File: src/rtl/paddle_position_tracker.sv
// -----------------------------------------------------------------------------
// paddle_position_tracker
//
// Purpose:
//   Position register for one player's paddle. A button press produces an
//   immediate step, then after a hold delay the paddle auto-repeats at a fixed
//   period. Motion saturates at POS_MIN and at the width-dependent upper limit
//   (POS_MAX - paddlewidth). Limit flags are registered together with the
//   position so that they always describe the value currently on pos.
//
// Optional feature (compile-time macro PADDLE_ACCEL_EN):
//   When defined, the repeat steps are counted and, once ACCEL_AFTER repeat
//   steps have occurred in the current hold, the step size doubles until the
//   button is released. When undefined, the step size is always STEP.
//
// Ports:
//   clk          in   1      system clock, all state on rising edge
//   reset_n      in   1      asynchronous active-low reset
//   btn_dec      in   1      debounced level: move toward POS_MIN
//   btn_inc      in   1      debounced level: move toward upper limit
//   recenter     in   1      synchronous load of POS_INIT, forces IDLE
//   paddlewidth  in   6      paddle length in pixels
//   pos          out  POS_W  current paddle position
//   at_min       out  1      registered: pos == POS_MIN
//   at_max       out  1      registered: pos == upper limit
//   moving       out  1      registered: hold or auto-repeat in progress
// -----------------------------------------------------------------------------
module paddle_position_tracker #(
    parameter int POS_W         = 9,
    parameter int POS_MIN       = 10,
    parameter int POS_MAX       = 470,
    parameter int POS_INIT      = 220,
    parameter int STEP          = 1,
    parameter int REPEAT_DELAY  = 4,
    parameter int REPEAT_PERIOD = 2,
    parameter int ACCEL_AFTER   = 4
) (
    input  logic             clk,
    input  logic             reset_n,
    input  logic             btn_dec,
    input  logic             btn_inc,
    input  logic             recenter,
    input  logic [5:0]       paddlewidth,
    output logic [POS_W-1:0] pos,
    output logic             at_min,
    output logic             at_max,
    output logic             moving
);

    // One extra bit of headroom so that pos+step and limit math never wrap.
    localparam int W1      = POS_W + 1;
    localparam int CNT_MAX = (REPEAT_DELAY > REPEAT_PERIOD) ? REPEAT_DELAY : REPEAT_PERIOD;
    localparam int CNT_W   = (CNT_MAX > 1) ? $clog2(CNT_MAX) : 1;

    localparam logic [W1-1:0]    MIN_W1  = W1'(POS_MIN);
    localparam logic [W1-1:0]    MAX_W1  = W1'(POS_MAX);
    localparam logic [W1-1:0]    INIT_W1 = W1'(POS_INIT);
    localparam logic [CNT_W-1:0] DLY_END = CNT_W'(REPEAT_DELAY - 1);
    localparam logic [CNT_W-1:0] PER_END = CNT_W'(REPEAT_PERIOD - 1);

    // Reset flag values are constants; the upper limit depends on a live
    // input, so only the fixed playfield bounds are used here.
    localparam logic RST_AT_MIN = (POS_INIT <= POS_MIN);
    localparam logic RST_AT_MAX = (POS_INIT >= POS_MAX);

    typedef enum logic [1:0] {
        ST_IDLE = 2'd0,
        ST_HOLD = 2'd1,
        ST_RPT  = 2'd2
    } state_t;

    state_t            r_state;
    logic              r_dir;
    logic [CNT_W-1:0]  r_cnt;
    logic [POS_W-1:0]  r_pos;
    logic              r_at_min;
    logic              r_at_max;
    logic              r_moving;

    logic [W1-1:0]     w_hi;
    logic [W1-1:0]     w_hi_raw;
    logic [W1-1:0]     w_pos_ext;
    logic [W1-1:0]     w_step_size;
    logic [W1-1:0]     w_step_pos;
    logic [W1-1:0]     w_init_clamped;
    logic [W1-1:0]     w_pos_next;
    logic              w_one;
    logic              w_dir;
    logic              w_keep;
    logic              w_step;
    logic              w_rpt_step;

`ifdef PADDLE_ACCEL_EN
    localparam int ACC_W = (ACCEL_AFTER > 0) ? $clog2(ACCEL_AFTER + 1) : 1;
    logic [ACC_W-1:0] r_rpt_cnt;

    // Counts repeat steps within the current hold; saturates once the
    // acceleration threshold is reached and clears whenever the FSM is idle.
    always_ff @(posedge clk or negedge reset_n) begin
        if (!reset_n) begin
            r_rpt_cnt <= '0;
        end else if (recenter || !w_keep || (r_state == ST_IDLE)) begin
            r_rpt_cnt <= '0;
        end else if (w_rpt_step && (r_rpt_cnt < ACC_W'(ACCEL_AFTER))) begin
            r_rpt_cnt <= r_rpt_cnt + ACC_W'(1);
        end
    end

    assign w_step_size = (r_rpt_cnt >= ACC_W'(ACCEL_AFTER)) ? W1'(2 * STEP) : W1'(STEP);
`else
    logic w_unused_accel;
    assign w_unused_accel = (ACCEL_AFTER != 0);
    assign w_step_size    = W1'(STEP);
`endif

    always_comb begin
        w_hi_raw       = '0;
        w_hi           = MIN_W1;
        w_pos_ext      = {1'b0, r_pos};
        w_step_pos     = w_pos_ext;
        w_init_clamped = INIT_W1;
        w_pos_next     = w_pos_ext;

        // Upper limit; a paddle wider than the playfield pins it to POS_MIN.
        if (W1'(paddlewidth) <= MAX_W1) begin
            w_hi_raw = MAX_W1 - W1'(paddlewidth);
            if (w_hi_raw >= MIN_W1) begin
                w_hi = w_hi_raw;
            end
        end

        w_one  = btn_dec ^ btn_inc;
        w_dir  = btn_inc;
        // Outside IDLE, a direction change counts as a release.
        w_keep = w_one && ((r_state == ST_IDLE) || (w_dir == r_dir));

        w_rpt_step = w_keep && (((r_state == ST_HOLD) && (r_cnt == DLY_END)) ||
                                ((r_state == ST_RPT)  && (r_cnt == PER_END)));
        w_step     = w_rpt_step || (w_keep && (r_state == ST_IDLE));

        // Saturating step
        if (w_dir) begin
            if (w_pos_ext + w_step_size > w_hi) begin
                w_step_pos = w_hi;
            end else begin
                w_step_pos = w_pos_ext + w_step_size;
            end
        end else begin
            if (w_pos_ext < MIN_W1 + w_step_size) begin
                w_step_pos = MIN_W1;
            end else begin
                w_step_pos = w_pos_ext - w_step_size;
            end
        end

        if (INIT_W1 < MIN_W1) begin
            w_init_clamped = MIN_W1;
        end else if (INIT_W1 > w_hi) begin
            w_init_clamped = w_hi;
        end

        // Priority: recenter, then range repair, then motion.
        if (recenter) begin
            w_pos_next = w_init_clamped;
        end else if (w_pos_ext > w_hi) begin
            w_pos_next = w_hi;
        end else if (w_pos_ext < MIN_W1) begin
            w_pos_next = MIN_W1;
        end else if (w_step) begin
            w_pos_next = w_step_pos;
        end
    end

    always_ff @(posedge clk or negedge reset_n) begin
        if (!reset_n) begin
            r_state  <= ST_IDLE;
            r_dir    <= 1'b0;
            r_cnt    <= '0;
            r_pos    <= POS_W'(POS_INIT);
            r_at_min <= RST_AT_MIN;
            r_at_max <= RST_AT_MAX;
            r_moving <= 1'b0;
        end else begin
            r_pos    <= w_pos_next[POS_W-1:0];
            r_at_min <= (w_pos_next == MIN_W1);
            r_at_max <= (w_pos_next == w_hi);

            if (recenter) begin
                r_state  <= ST_IDLE;
                r_cnt    <= '0;
                r_moving <= 1'b0;
            end else begin
                case (r_state)
                    ST_IDLE: begin
                        if (w_one) begin
                            r_state  <= ST_HOLD;
                            r_dir    <= w_dir;
                            r_cnt    <= '0;
                            r_moving <= 1'b1;
                        end else begin
                            r_moving <= 1'b0;
                        end
                    end
                    ST_HOLD: begin
                        if (!w_keep) begin
                            r_state  <= ST_IDLE;
                            r_cnt    <= '0;
                            r_moving <= 1'b0;
                        end else if (r_cnt == DLY_END) begin
                            r_state  <= ST_RPT;
                            r_cnt    <= '0;
                            r_moving <= 1'b1;
                        end else begin
                            r_cnt    <= r_cnt + CNT_W'(1);
                            r_moving <= 1'b1;
                        end
                    end
                    ST_RPT: begin
                        if (!w_keep) begin
                            r_state  <= ST_IDLE;
                            r_cnt    <= '0;
                            r_moving <= 1'b0;
                        end else if (r_cnt == PER_END) begin
                            r_cnt    <= '0;
                            r_moving <= 1'b1;
                        end else begin
                            r_cnt    <= r_cnt + CNT_W'(1);
                            r_moving <= 1'b1;
                        end
                    end
                    default: begin
                        r_state  <= ST_IDLE;
                        r_cnt    <= '0;
                        r_moving <= 1'b0;
                    end
                endcase
            end
        end
    end

    assign pos    = r_pos;
    assign at_min = r_at_min;
    assign at_max = r_at_max;
    assign moving = r_moving;

endmodule

File: config.mk
export PLATFORM = sky130hd
export DESIGN_NAME = paddle_position_tracker
export DESIGN_NICKNAME = d
export VERILOG_FILES = /design/src/rtl/paddle_position_tracker.sv
export SDC_FILE = /design/constraint.sdc
export NUM_CORES = 1
export LEC_CHECK = 0
export BUFFER_PORTS_ARGS = -buffer_cell sky130_fd_sc_hd__buf_4
export CORE_MARGIN = 2
export CORE_UTILIZATION = 30
export CTS_BUF_LIST = sky130_fd_sc_hd__clkbuf_8
export DETAILED_ROUTE_END_ITERATION = 7
export HOLD_SLACK_MARGIN = 0.1
export PLACE_DENSITY = 0.49
export SETUP_SLACK_MARGIN = 0.15
export SLEW_MARGIN = 20
export SYNTH_ARGS = -nofsm -noshare
export SYNTH_HDL_FRONTEND = slang
export SYNTH_SLANG_ARGS = --single-unit
File: constraint.sdc
create_clock -name clk -period 7.5 [get_ports clk]
set_input_delay 0.75 -clock clk [delete_from_list [all_inputs] [get_ports clk]]
set_output_delay 0.75 -clock clk [all_outputs]
set_load 0.01 [all_outputs]
==> impl_metrics.toml, run 1 <==
[detailed_routing]
drc = 0
via_per_inst = 5.99
ant_nets = 0
drt_first_pass_iters = 5
wire_per_inst_um = 18.9
vias = 2646
wirelength_um = 8330
drt_iter0_drc = 235

[sta]
post-route-min-period_ns = 4.34
rsz0062_at_grt = "false"
period_share_pct = 57.8
finalHoldViolCount = 0
worst_clock_skew_ns = 0.00284
setup_tns_ns = 0
setup_viol = 0
fmax_mhz = 231
worst_pin_slew_ns = 0.919
slew_headroom_pct = 38.7
slew_viol_final = 0

[clocking]
cts_num_sinks = 17
cts_made_buffers = 3
cts_buffer_depth = 2
ctsHoldBuffers = 0
clock_latency_ns = 0.25
root_buffer = "clkbuf_8"
htreeDepth = 1
cts_tree = "yes"
cts.clk_slew.worst_paths_ns = 0.07
post_cts_buffers = 0
cts_resized = 0

[setup_path]
path_max_fanout = 20
worstSetupEndpointType = "flip-flop"
r2r_setup_slack_ns = 3.16
critPathKind = "reg2reg"
start_kind = "flip-flop"
r2r_start = "pos[3]$_DFF_PN1_"
cp.required_ns = 7.64
rr_worst_depth = 13
arrival_ns = 4.48
r2r_end = "at_min$_DFF_PN0_"

[run]
drv_cap = 0

[synth]
ys.flop_type = "dfrtp_1"
synth_cell_types = 70
synth_edf_count = 0
netlist_area_sq_um = 2530
synthArstFlopShare_pct = 100
synth_nets = 360
ys.warnings.count = 0
syn_avg_cell_area_sq_um = 7.70
synthCells = 329
seq_area_frac_synth_pct = 17.0
ys_ff_latch = 17

[global_routing]
grt_usage_pct = 18.5
antenna_found_initial = 0
grt_max_degree = 23
grt_pass1_wl_um = 13200
grt_pass1_vias = 2475
grt.overflow.total = 0

[pwr]
powerDensity_nw_per_um2 = 213
power_leakage_uw = 0.00110
vdd_ir_drop_max_v = 0.000107

[layout]
multiInputGateArea_sq_um = 1940
finalNonFillerCells = 442
most-common-layout-cells = "nand2_1, nor2_1, buf_4"
seq_area_sq_um = 432
num-nets-final = 369
diodes = 0
drive_above_1_share_pct = 14.2
final_common_cell = "nand2_1"
area_delta_synth_final_pct = 10.2
final_core_util_pct = 34.0
nFillCells = 881

[die]
io_pins = 23
dieArea_sq_um = 9200
die_h_um = 95.9
die_w_um = 95.9
initial_core_util_pct = 30.9
core_sq_um = 8220
core.rowCount = 33

[placed_design]
port_buffers = 22
dpl.hpwl_um = 6190
dp.cells = 438
place.gp.congestion = 0.936

[status]
status = "finished clean"

[min_path]
hold_path_class = "in2async"
## worst max path at each step
stage / endpoint / cells past startpoint / slack [ns] / from
after floorplan: at_min$_DFF_PN0_ / 15 / 4.02 / paddlewidth[0]
after global placement: at_min$_DFF_PN0_ / 14 / 3.11 / paddlewidth[0]
after detailed placement: at_min$_DFF_PN0_ / 12 / 3.07 / paddlewidth[0]
after CTS: at_min$_DFF_PN0_ / 13 / 3.18 / pos[3]$_DFF_PN1_
after global routing: at_min$_DFF_PN0_ / 13 / 2.91 / pos[3]$_DFF_PN1_
final: at_min$_DFF_PN0_ / 13 / 3.16 / pos[3]$_DFF_PN1_
## cell type report
class / count / share of cell area (%)
inverter: 18 / 2.42
tap: 105 / 4.70
timing repair buffer: 23 / 6.18
multi-input combinational: 275 / 69.6
clock buffer: 3 / 1.48
clock inverter: 1 / 0.179
sequential: 17 / 15.5
## power breakdown
part	total, uW	switching [uW]	internal [uW]
logic	368	219	149
clock network	69.8	33.0	36.9
registers	157	47.7	109
## flip-flops by register name (all words and copies together) (netlist names)
register and cells:
at_min 1, r_state 2, r_cnt 2, pos 9, at_max 1, r_dir 1, moving 1
## stage by stage
step                      total power [uW]  hold WS, ns  setup slack (ns)  instance area [sq um]
after global routing                   641        0.355              2.91                   2790
after CTS                              592        0.352              3.18                   2790
after global placement                 524        0.521              3.11                   2750
final                                  595        0.350              3.16                   2790
after detailed placement               519        0.527              3.07                   2750
after floorplan                        415        0.454              4.02                   2530
## kinds of logic after synthesis
logic type / share of synthesized area, %
xor gates and xnor gates: 8.98
muxes: 3.65
AOI/OAI and AO/OA: 30.4
DFF: 17.0
and+or+nand+nor: 23.8
adders and majority gates: 9.87
buffers and inverters: 6.32
## worst max-delay path: stages, from the launching register on
cell and delay [ns]:
dfstp_2 0.80, and4_1 0.34, nand2_1 0.09, xnor2_1 0.41
ha_1 0.30, nor2_1 0.05, o32ai_1 0.24, a21oi_1 0.19
a22o_1 0.28, a21oi_4 0.42, mux2_2 0.43, o41ai_2 0.36
nor4_1 0.09, and4b_1 0.20
## layer usage
metal  global-route usage (%)  part of all wire (%)  vias up
met5                        0                     0        -
met1                     25.9                    46     1255
met2                     29.8                    46      134
met4                     5.60                   2.2        0
li1                         -                     -     1241
met3                     1.96                   6.4       16
## synthesized netlist by cell type, drive strengths merged, types with 10 or more instances
cell type / number / share of area, %
nand2: 29 / 4.3
nor2: 26 / 3.8
a21oi: 23 / 5.1
o21ai: 23 / 4.7
ha: 20 / 9.9
inv: 18 / 2.7
xnor2: 13 / 4.8
buf: 12 / 2.6
dfrtp: 12 / 12
nand3: 12 / 2.4
nor3: 11 / 2.6
xor2: 10 / 4.2
Power figures use the tool's default switching activity.
==> inputs of run 2 (changes only) <==
Settings changed: ABC_AREA set to 1, PLACE_DENSITY 0.49 to 0.51.
Clock period 7.5 ns to 3.55 ns, I/O delays scaled along.
==> run 2 against run 1 <==
Count of clock-buffer cells in the layout stayed put. Cell count is 16% higher. Sequential power is 86% higher. Global-route usage is 1.5 points lower. First-iteration DRC count is 22% lower. Synthesized cell count is 16% higher. Register-to-register slack worse by 2.7 ns. Via count is 8.0% lower. Final area is 2.7% lower. Non-clock buffer count is 10 higher. Clock skew hardly changed.
==> impl_metrics.toml, run 2 <==
[setup_path]
path_max_fanout = 12
cp.required_ns = 3.73
cpMostUsedCell = "nand2_1"
worstSetupEndpointType = "flip-flop"
r2r_setup_slack_ns = 0.48
start_kind = "input pin"
arrival_ns = 3.29
critPathKind = "in2reg"
slowest_stage = "xor2_1"
crit_chain = "buf_4 > ha_1 > xor2_1 > ha_1 > o21ai_0 > nand3b_1 > nand3_1 > nand3b_1 > nand2_1 > nand2_1 > nand2_1 > nand2_1 > a21oi_1 > nand2_1 > nand2_2 > nand2_1 > nand2_1 > nand2_1 > nor2_1 > nand3_1 > nor2_1"
slowest_delay_ns = 0.45

[die]
core_sq_um = 7650
initial_core_util_pct = 30.7
die_w_um = 92.5
dieArea_sq_um = 8560
io_pins = 23
die_h_um = 92.5
core.rowCount = 32

[synth]
ys.flop_type = "dfrtp_1"
netlist_top_cells_area = "nand2_1, dfrtp_1, ha_1, nand3_1, inv_1"
yosysTopAreaCell = "nand2_1"
syn_avg_cell_area_sq_um = 6.17
ys.warnings.count = 0
yosysTopAreaCellShare_pct = 16.3
synth_common_cells = "nand2_1, inv_1, nand3_1"
synth_edf_count = 0
ys_ff_latch = 17
synthCells = 381
netlist_area_sq_um = 2350
synth_cell_types = 37
synthArstFlopShare_pct = 100
synth_nets = 412
seq_area_frac_synth_pct = 18.4
yosysMostFrequentCell = "nand2_1"

[run]
drv_cap = 0

[global_routing]
grt_pass1_wl_um = 11600
grt.overflow.total = 0
grt_max_degree = 18
grt_usage_pct = 17.0
grt_pass1_vias = 2288
antenna_found_initial = 0

[sta]
setup_viol = 0
period_share_pct = 87.5
post-route-min-period_ns = 3.11
slew_viol_final = 0
finalHoldViolCount = 0
worst_clock_skew_ns = 0.00303
timing.hold.ws_ns = 0.422
worst_pin_slew_ns = 0.536
slew_headroom_pct = 64.2
rsz0062_at_grt = "false"
setup_tns_ns = 0
fmax_mhz = 322

[layout]
finalNonFillerCells = 511
largest_reg_flops = 9
nFillCells = 815
most-common-layout-cells = "nand2_1, inv_1, nand3_1"
final_core_util_pct = 35.5
diodes = 0
area_delta_synth_final_pct = 15.6
final_common_cell = "nand2_1"
drive_above_1_share_pct = 20.8
num-nets-final = 441

[detailed_routing]
drt_first_pass_iters = 4
wire_per_inst_um = 14.0
drc = 0
ant_nets = 0
vias = 2433
drt_iter0_drc = 184
via_per_inst = 4.76
wirelength_um = 7150

[clocking]
clock_latency_ns = 0.25
cts_buffer_depth = 2
cts_made_buffers = 3
cts_resized = 0
cts_tree = "yes"
htreeDepth = 1
root_buffer = "clkbuf_8"
cts_num_sinks = 17
cts.clk_slew.worst_paths_ns = 0.07

[pwr]
power_leakage_uw = 0.00146
powerDensity_nw_per_um2 = 442
vdd_ir_drop_max_v = 0.000275

[placed_design]
port_buffers = 22
dpl.hpwl_um = 5870
place.gp.congestion = 0.945
dp.cells = 504

[min_path]
hold_path_class = "in2reg"

[status]
status = "finished clean"
## run 2: through the flow
step / total power (uW) / cell area (sq um) / worst slack [ns]
final: 1200 / 2720 / 0.444
after floorplan: 822 / 2350 / 0.852
after CTS: 1200 / 2700 / 0.389
after global routing: 1320 / 2720 / 0.152
after global placement: 1050 / 2650 / 0.153
after detailed placement: 1040 / 2650 / 0.189
## run 2: layout make-up
class                   instances  area (sq um)  share of cell area, %
flip-flops and latches         17           432                   15.9
clock buffers                   3          41.3                   1.52
multi-input cells             289          1610                   59.4
clock inverters                 1          5.00                  0.184
inverters                      66           248                   9.12
well taps                     102           128                   4.70
repair buffers                 33           250                   9.21
## run 2: cells by family after synthesis
logic type	count (synthesis)	share of synthesized area, %
simple gates	218	45.1
buf+inv	75	13.0
compound gates	46	11.0
fa+ha+maj	20	10.6
flops	17	18.4
xor+xnor	5	1.86
## run 2: per-layer routing
layer  GRT usage, %  up-vias  share of wire (%)
met3           1.30        6                3.9
met2           28.1       65                 46
met1           24.3     1086                 48
met5              0        -                  0
met4           3.11        0                1.3
li1               -     1276                  -
## run 2: critical path, delay by kind of cell
| family | cells | cell delay, ns |
|---|---|---|
| compound gates | 2 | 0.24 |
| xor+xnor | 1 | 0.45 |
| fa+ha+maj | 2 | 0.57 |
| buf+inv | 1 | 0.15 |
| simple gates | 15 | 1.52 |
## run 2: path summary, 6_finish.rpt
check	startpoint	end	depth (start not counted)
setup / recovery	paddlewidth[0]	at_max$_DFF_PN0_	21
hold / removal	recenter	pos[6]$_DFF_PN1_	3
setup reg to reg	pos[2]$_DFF_PN1_	at_max$_DFF_PN0_	23
hold reg to reg	r_dir$_DFFE_PN0P_	r_dir$_DFFE_PN0P_	2
max in group asynchronous	reset_n	pos[2]$_DFF_PN1_	2
min in group asynchronous	reset_n	r_cnt[0]$_DFFE_PN0P_	2
## run 2: report_power, final
part / internal [uW] / switching [uW]
clock network: 77.7 / 66.7
logic: 278 / 487
registers: 234 / 57.6
total: 590 / 611
## run 2: timing repair
item	CTS	global route
hold buffers	1	0
setup buffers	0	2
setup endpoints to repair	0	2
endpoints found under the hold margin	12	0
==> inputs of run 3 (changes only) <==
Settings changed: CORE_UTILIZATION 30 to 56, GPL_ROUTABILITY_DRIVEN set to 0, PLACE_DENSITY 0.51 to 0.82.
==> run 3 against run 2 <==
Routed wire length down 11%. Largest cell class unchanged. Sequential share of layout area rose by 0.49 points. Critical path depth did not move.
==> impl_metrics.toml, run 3 (synthesis gave the netlist of run 2 again) <==
[placed_design]
post_dp_cell_area_sq_um = 2540
post-place-ws_ns = 0.236
dpl.hpwl_um = 5100
port_buffers = 22

[detailed_routing]
wire_per_inst_um = 14.0
vias = 2584
drt_iter0_drc = 303
ant_nets = 0
drt_first_pass_iters = 5
drc = 0
via_per_inst = 5.65
wirelength_um = 6380

[setup_path]
arrival_ns = 3.27
cp.required_ns = 3.73
path_max_fanout = 12
worstSetupEndpointType = "flip-flop"
rr_worst_depth = 24
critPathKind = "in2reg"
start_kind = "input pin"

[sta]
post-route-min-period_ns = 3.09
rsz0062_at_grt = "false"
setup_viol = 0
slew_headroom_pct = 38.0
worst_pin_slew_ns = 0.925
slew_viol_final = 0
fmax_mhz = 324
fin_ws_ns = 0.461
period_share_pct = 87.0
setup_tns_ns = 0
worst_clock_skew_ns = 0.00682
finalHoldViolCount = 0

[die]
die_h_um = 68.8
initial_core_util_pct = 58.4
die_w_um = 68.8
dieArea_sq_um = 4730
io_pins = 23
core_sq_um = 4030
core.rowCount = 23

[layout]
num-nets-final = 439
design_area_sq_um = 2640
drive_above_1_share_pct = 20.1
diodes = 0
most-common-layout-cells = "nand2_1, inv_1, nand3_1"
multiInputGateArea_sq_um = 1610
area_delta_synth_final_pct = 12.1
largest_reg_flops = 9
final_common_cell = "nand2_1"
seq_area_sq_um = 432
nFillCells = 370

[global_routing]
antenna_found_initial = 0
use_met3_pct = 2.44
grt_usage_pct = 28.7
grt_pass1_wl_um = 10100
use_met2_pct = 46.6
grt_pass1_vias = 2248
grt_busiest_layer = "met2"
gr-usage-met1_pct = 41.3
grt_max_degree = 18
grt.overflow.total = 0

[clocking]
cts.clk_slew.worst_paths_ns = 0.07
htreeDepth = 1
cts_tree = "yes"
cts_made_buffers = 3
clock_latency_ns = 0.25
root_buffer = "clkbuf_8"
cts_num_sinks = 17
cts_buffer_depth = 2

[min_path]
hold_path_class = "in2reg"
holdPathStages = 3

[pwr]
p_total_uw = 1180
vdd_ir_drop_max_v = 0.000292
power_leakage_uw = 0.00145
powerDensity_nw_per_um2 = 448

[run]
drv_cap = 0

[status]
status = "finished clean"
run 3: path summary, 6_finish.rpt:
check / startpoint / endpoint / slack (ns)
max: paddlewidth[0] / at_max$_DFF_PN0_ / 0.46
min: recenter / pos[6]$_DFF_PN1_ / 0.46
max reg2reg: pos[3]$_DFF_PN1_ / at_max$_DFF_PN0_ / 0.48
min reg2reg: r_dir$_DFFE_PN0P_ / r_dir$_DFFE_PN0P_ / 0.53
max in group asynchronous: reset_n / pos[3]$_DFF_PN1_ / 2.78
min in group asynchronous: reset_n / r_dir$_DFFE_PN0P_ / 0.51
run 3: layout make-up:
type | instances | area share [%]
Multi-Input combinational cell | 289 | 61.2
Clock buffer | 3 | 1.57
Clock inverter | 1 | 0.142
Timing Repair Buffer | 31 | 8.92
Tap cell | 50 | 2.37
Inverter | 66 | 9.40
Sequential cell | 17 | 16.4
run 3: layer usage:
metal	share of wire, %	wire length [um]
met5	0	0
met4	2.1	133
met3	7.8	495
met2	46	2930
met1	44	2820
run 3: where the power goes:
group	internal, uW	switching [uW]
sequential	234	69.4
clock	76.6	62.3
combinational	275	464
total	586	596
run 3: timing repair:
item                       CTS  global route
hold buffers                 1             0
buffers inserted             0             5
hold endpoints to repair    12             0
gates resized for setup      0             0
setup endpoints to repair    0             2
run 3: per-stage QoR:
stage | cells | hold slack, ns | util (%)
3_5_place_dp | 447 | 0.230 | 63.1
5_1_grt | 457 | 0.465 | 65.4
3_3_place_gp | 447 | 0.231 | 63.1
6_report | 457 | 0.458 | 65.4
4_1_cts | 452 | 0.453 | 64.5
2_1_floorplan | 381 | 0.0594 | -
run 3: critical path, stage by stage:
cell and delay, ns:
buf_4 0.15, ha_1 0.23, xor2_1 0.46, ha_1 0.35, o21ai_0 0.08, nand3b_1 0.09
nand3_1 0.09, nand3b_1 0.10, nand2_1 0.07, nand2_1 0.04, nand2_1 0.29, nand2_1 0.19
a21oi_1 0.15, nand2_1 0.11, nand2_2 0.11, nand2_1 0.05, nand2_1 0.05, nand2_1 0.05
nor2_1 0.08, nand3_1 0.07, nor2_1 0.08
